## src/rtl/ring_input_channel.sv

```systemverilog
// Ring input port: two single-entry VC buffers (even/odd). Accepts on the external-phase VC and
// requests deliver/continue from the internal-phase VC, with hop decrement on the way out.
module ring_input_channel #(
   parameter int unsigned PKT_W   = 64,
   parameter int unsigned VC_BIT  = 63,
   parameter int unsigned HOP_LSB = 48,
   parameter int unsigned HOP_W   = 8,
   parameter int unsigned CNT_W   = 16
) (
   input  logic             clk,
   input  logic             reset,
   input  logic             polarity,
   input  logic             send_in,
   input  logic [PKT_W-1:0] data_in,
   output logic             ready_in,
   output logic             req_deliver,
   output logic             req_continue,
   output logic [PKT_W-1:0] data_out,
   input  logic             win_deliver,
   input  logic             win_continue,
   output logic [CNT_W-1:0] fwd_count,
   output logic             err
);

   // The VC tag must lie outside the hop field, and both must fit in the flit.
   if (VC_BIT >= PKT_W || HOP_LSB + HOP_W > PKT_W ||
       (VC_BIT >= HOP_LSB && VC_BIT < HOP_LSB + HOP_W)) begin : g_bad_layout
      $error("ring_input_channel: inconsistent flit field layout");
   end

   logic             full_even, full_odd;
   logic [PKT_W-1:0] data_even, data_odd;

   logic             ext_full, int_full;
   logic [PKT_W-1:0] int_data;
   logic [HOP_W-1:0] hop;
   logic             wr, grant, err_set;

   always_comb begin
      ext_full = polarity ? full_odd  : full_even;
      int_full = polarity ? full_even : full_odd;
      int_data = polarity ? data_even : data_odd;
      hop      = int_data[HOP_LSB +: HOP_W];

      ready_in     = reset && !ext_full;
      req_deliver  = int_full && (hop == '0);
      req_continue = int_full && (hop != '0);

      data_out = '0;
      if (int_full) begin
         data_out = int_data;
         if (hop != '0) data_out[HOP_LSB +: HOP_W] = hop - HOP_W'(1);
      end

      wr    = send_in && ready_in;
      // With both wins, one of them still matches the live request, so the entry is released.
      grant = (win_deliver && req_deliver) || (win_continue && req_continue);
      err_set = (win_deliver && !req_deliver) || (win_continue && !req_continue) ||
                (win_deliver && win_continue) || (send_in && !ready_in);
   end

   always_ff @(posedge clk or negedge reset) begin
      if (!reset) begin
         full_even <= 1'b0;
         full_odd  <= 1'b0;
         data_even <= '0;
         data_odd  <= '0;
         fwd_count <= '0;
         err       <= 1'b0;
      end else begin
         if (wr && !polarity) begin
            full_even <= 1'b1;
            data_even <= data_in;
         end else if (grant && polarity) begin
            full_even <= 1'b0;
         end

         if (wr && polarity) begin
            full_odd <= 1'b1;
            data_odd <= data_in;
         end else if (grant && !polarity) begin
            full_odd <= 1'b0;
         end

         if (grant && fwd_count != '1) fwd_count <= fwd_count + CNT_W'(1);
         if (err_set) err <= 1'b1;
      end
   end

endmodule

```

## config.mk

```make
export PLATFORM = sky130hd
export DESIGN_NAME = ring_input_channel
export DESIGN_NICKNAME = d
export VERILOG_FILES = /design/src/rtl/ring_input_channel.sv
export SDC_FILE = /design/constraint.sdc
export NUM_CORES = 1
export LEC_CHECK = 0
export BUFFER_PORTS_ARGS = -buffer_cell sky130_fd_sc_hd__buf_2
export CAP_MARGIN = 10
export CORE_ASPECT_RATIO = 0.7
export CORE_MARGIN = 5
export CORE_UTILIZATION = 40
export DETAILED_ROUTE_END_ITERATION = 16
export PLACE_DENSITY = 0.67
export SLEW_MARGIN = 20
export SYNTH_ARGS = -nofsm -noshare
export SYNTH_HDL_FRONTEND = slang
export SYNTH_SLANG_ARGS = --single-unit
export TNS_END_PERCENT = 30
```

## constraint.sdc

```tcl
create_clock -name clk -period 5.82 [get_ports clk]
set_input_delay 0.582 -clock clk [delete_from_list [all_inputs] [get_ports clk]]
set_output_delay 0.582 -clock clk [all_outputs]
set_load 0.05 [all_outputs]
```

==> results.json <==
{
  "combPwrFrac": 0.308,
  "setup-tns-final_ns": 0,
  "cts_tree": "yes",
  "crit_path_top_delay_cell": "buf_4",
  "clockBufferDepth": 2,
  "antenna_found_initial": 4,
  "dpl_cell_area_um2": 7875,
  "crit_path_cell_trace": "buf_4 -> buf_4 -> mux2i_1 -> nand3_1 -> or2_2 -> nor2_1 -> xor2_1 -> nor2_1 -> buf_2",
  "status": "finished clean",
  "layout-drive-gt1-share": 0.4716,
  "h-tree-depth": 4,
  "num-fill-cells": 1550,
  "place.port_buffers": 153,
  "grt_max_degree": 83,
  "syn_to_final_growth_pct": 23.55,
  "fin_nets": 763,
  "reg2reg_from": "data_even[48]$_DFFE_PN0P_",
  "grt_pass1_wl_mm": 26.45,
  "cpLargestDelayFamily": "buffers and inverters",
  "crit_buf_inv": 3,
  "synth_warnings": 0,
  "synth_area_um2": 6903,
  "num_io_pins": 154,
  "regToRegSetupSlack_ns": 2.84,
  "insertion_delay_ns": 0.42,
  "powerDensity_nw_per_um2": 449.8,
  "yosysSeqAreaShare": 0.5329,
  "cts_buffers": 17,
  "syn_area_per_cell_um2": 12.67,
  "cts.sinks": 147,
  "path_clk_slew_ns": 0.07,
  "core_area_um2": 17070,
  "cts_hold_buf": 0,
  "post_cts.repair.setup_buffers": 0,
  "r2r_cells": 8,
  "cp_max_fo": 45,
  "synth.largest_area_cell": "dfrtp_1",
  "pre_cts_ws_ns": 1.920,
  "worstSetupPathType": "in -> out",
  "worst_ir_drop_vdd_mv": 0.2055,
  "min_path_type": "in -> async",
  "via_per_inst": 5.078,
  "wirelength_mm": 15.94,
  "insertedDiodeCount": 0,
  "slowest_delay_ns": 0.69,
  "synth_edf_count": 0,
  "finalHoldViolCount": 0,
  "layout_setup_ws_ns": 1.919,
  "clock.fmax_mhz": 256.3,
  "wl_per_cell_um": 17.04,
  "fp.dieW_um": 167.0,
  "min_period_ns": 3.901,
  "synthDominantCellAreaShare": 0.5329,
  "cap_viol_max_count": 0,
  "rsz0062_at_grt": "no",
  "num_rows": 40,
  "p_switching_w": 0.001353,
  "grt_pass1_vias": 5153,
  "dieHeight_um": 119.9,
  "fin_crit_sh": 0.6703,
  "r2r_end": "fwd_count[1]$_DFFE_PN0P_",
  "drtAntennaViolNets": 0,
  "skew_ns": 0.01062,
  "clockPowerShare": 0.301,
  "syn-num-nets": 617,
  "routabilityCongestion": 0.8657,
  "swShare": 0.3528,
  "worst_pin_slew_ns": 1.025,
  "total_power_w": 0.003836,
  "drtPass1Iterations": 4,
  "async_flop_share": 1.000,
  "critical_path_depth": 9,
  "cp.arrival_ns": 3.32,
  "drc_errors": 0,
  "slew_headroom": 0.3163,
  "drv_slew": 0,
  "start_kind": "primary input",
  "overflow": 0,
  "synthFlopType": "dfrtp_1",
  "final_util": 0.4997,
  "design_area_um2": 8528,
  "drtIter0Drc": 222,
  "dieArea_um2": 20030,
  "pwr-share-seq": 0.391,
  "ys_types": 35,
  "post_cts_resized": 0,
  "ys_ff_latch": 147,
  "finalSetupViolCount": 0,
  "p_int_w": 0.002483,
  "netlist_instances": 545,
  "dp_hpwl_mm": 10.94,
  "vias": 4748,
  "critPathRequiredTime_ns": 5.24,
  "root_buffer": "clkbuf_16",
  "netlist_top_cells_area": "dfrtp_1, mux2_2, mux2i_1, nor2_1, xor2_1",
  "start_util": 0.4045,
  "grtUsageTotal": 0.1643,
  "worstSetupEndpointType": "output pin",
  "p_leak_nw": 4.129
}
==> power groups by stage <==
stage          sequential (W)  combinational [W]  clock, W
2_1_floorplan         0.00152           0.000869         0
3_3_place_gp          0.00149            0.00116         0
3_5_place_dp          0.00152            0.00119         0
4_1_cts               0.00150            0.00120   0.00119
5_1_grt               0.00154            0.00128   0.00123
6_report              0.00150            0.00118   0.00115
==> worst max-delay path by stage <==
stage                  start                       end
floorplan           polarity              data_out[49]
global placement    polarity              data_out[55]
detailed placement  polarity  fwd_count[1]$_DFFE_PN0P_
CTS                 polarity              data_out[55]
global route        polarity              data_out[55]
finish              polarity              data_out[55]
==> cell type report <==
cell class                 count  area (um^2)  area share
multi-input combinational    363         3084      0.3616
tap                          231        289.0     0.03389
clock inverter                12        167.7     0.01966
clock buffer                  20        466.7     0.05472
inverter                       3        11.26    0.001320
timing repair buffer         159        830.8     0.09742
sequential                   147         3679      0.4313
==> metrics by stage <==
stage,instances,hold WS (ns)
5_1_grt,935,0.1797
3_5_place_dp,902,0.4916
6_report,935,0.1436
4_1_cts,934,0.1599
3_3_place_gp,902,0.4727
2_1_floorplan,545,0.2864
==> sequential cells by signal, summed over array words and instances, names as in the netlist <==
name and cells:
data_even 64, data_odd 64, err 1, full_even 1
full_odd 1, fwd_count 16
==> synthesized netlist by cell type (all sizes together), types with 3 or more instances <==
library cell,instances
mux2i,67
nand2,15
nand4,7
and2,3
clkbuf,9
xnor2,9
nor3,7
xor2,12
nor4b,3
buf,23
dfrtp,147
nand3,6
inv,3
a21oi,6
nor2,75
and3,3
mux2,132
and4,3
==> cells in the final DEF, fill, tap and decap left out, types with 3 or more instances in the layout <==
master	n
and2_1	3
buf_4	5
mux2i_1	66
clkbuf_16	17
a21oi_1	5
inv_1	3
nor2_1	75
dfrtp_1	147
and3_1	3
xnor2_1	9
clkinv_4	4
inv_6	4
nand2_1	14
xor2_1	12
nand3_1	5
mux2_2	132
and4_1	3
bufinv_16	3
nor3_1	7
nand4_1	7
clkbuf_8	3
buf_2	151
==> kinds of logic (layout without fill, tap and decap cells) <==
kind of cell | Yosys count | after routing | synth area share
buffers and inverters | 35 | 194 | 0.02465
multiplexers | 199 | 199 | 0.3125
AND/OR/NAND/NOR | 130 | 130 | 0.08900
adder cells (fa/ha/maj) | 2 | 2 | 0.003625
flip-flops | 147 | 147 | 0.5329
XOR/XNOR | 21 | 21 | 0.02665
AO/OA/AOI/OAI | 11 | 11 | 0.01070
==> layer usage <==
layer,global-route usage,vias up,routed length [um]
met5,0,-,48
met3,0.06618,27,1308
met2,0.2614,142,7337
met1,0.2092,2372,7038
li1,-,2199,-
met4,0.04446,8,204
No activity file was read; power rests on OpenSTA's default activity.
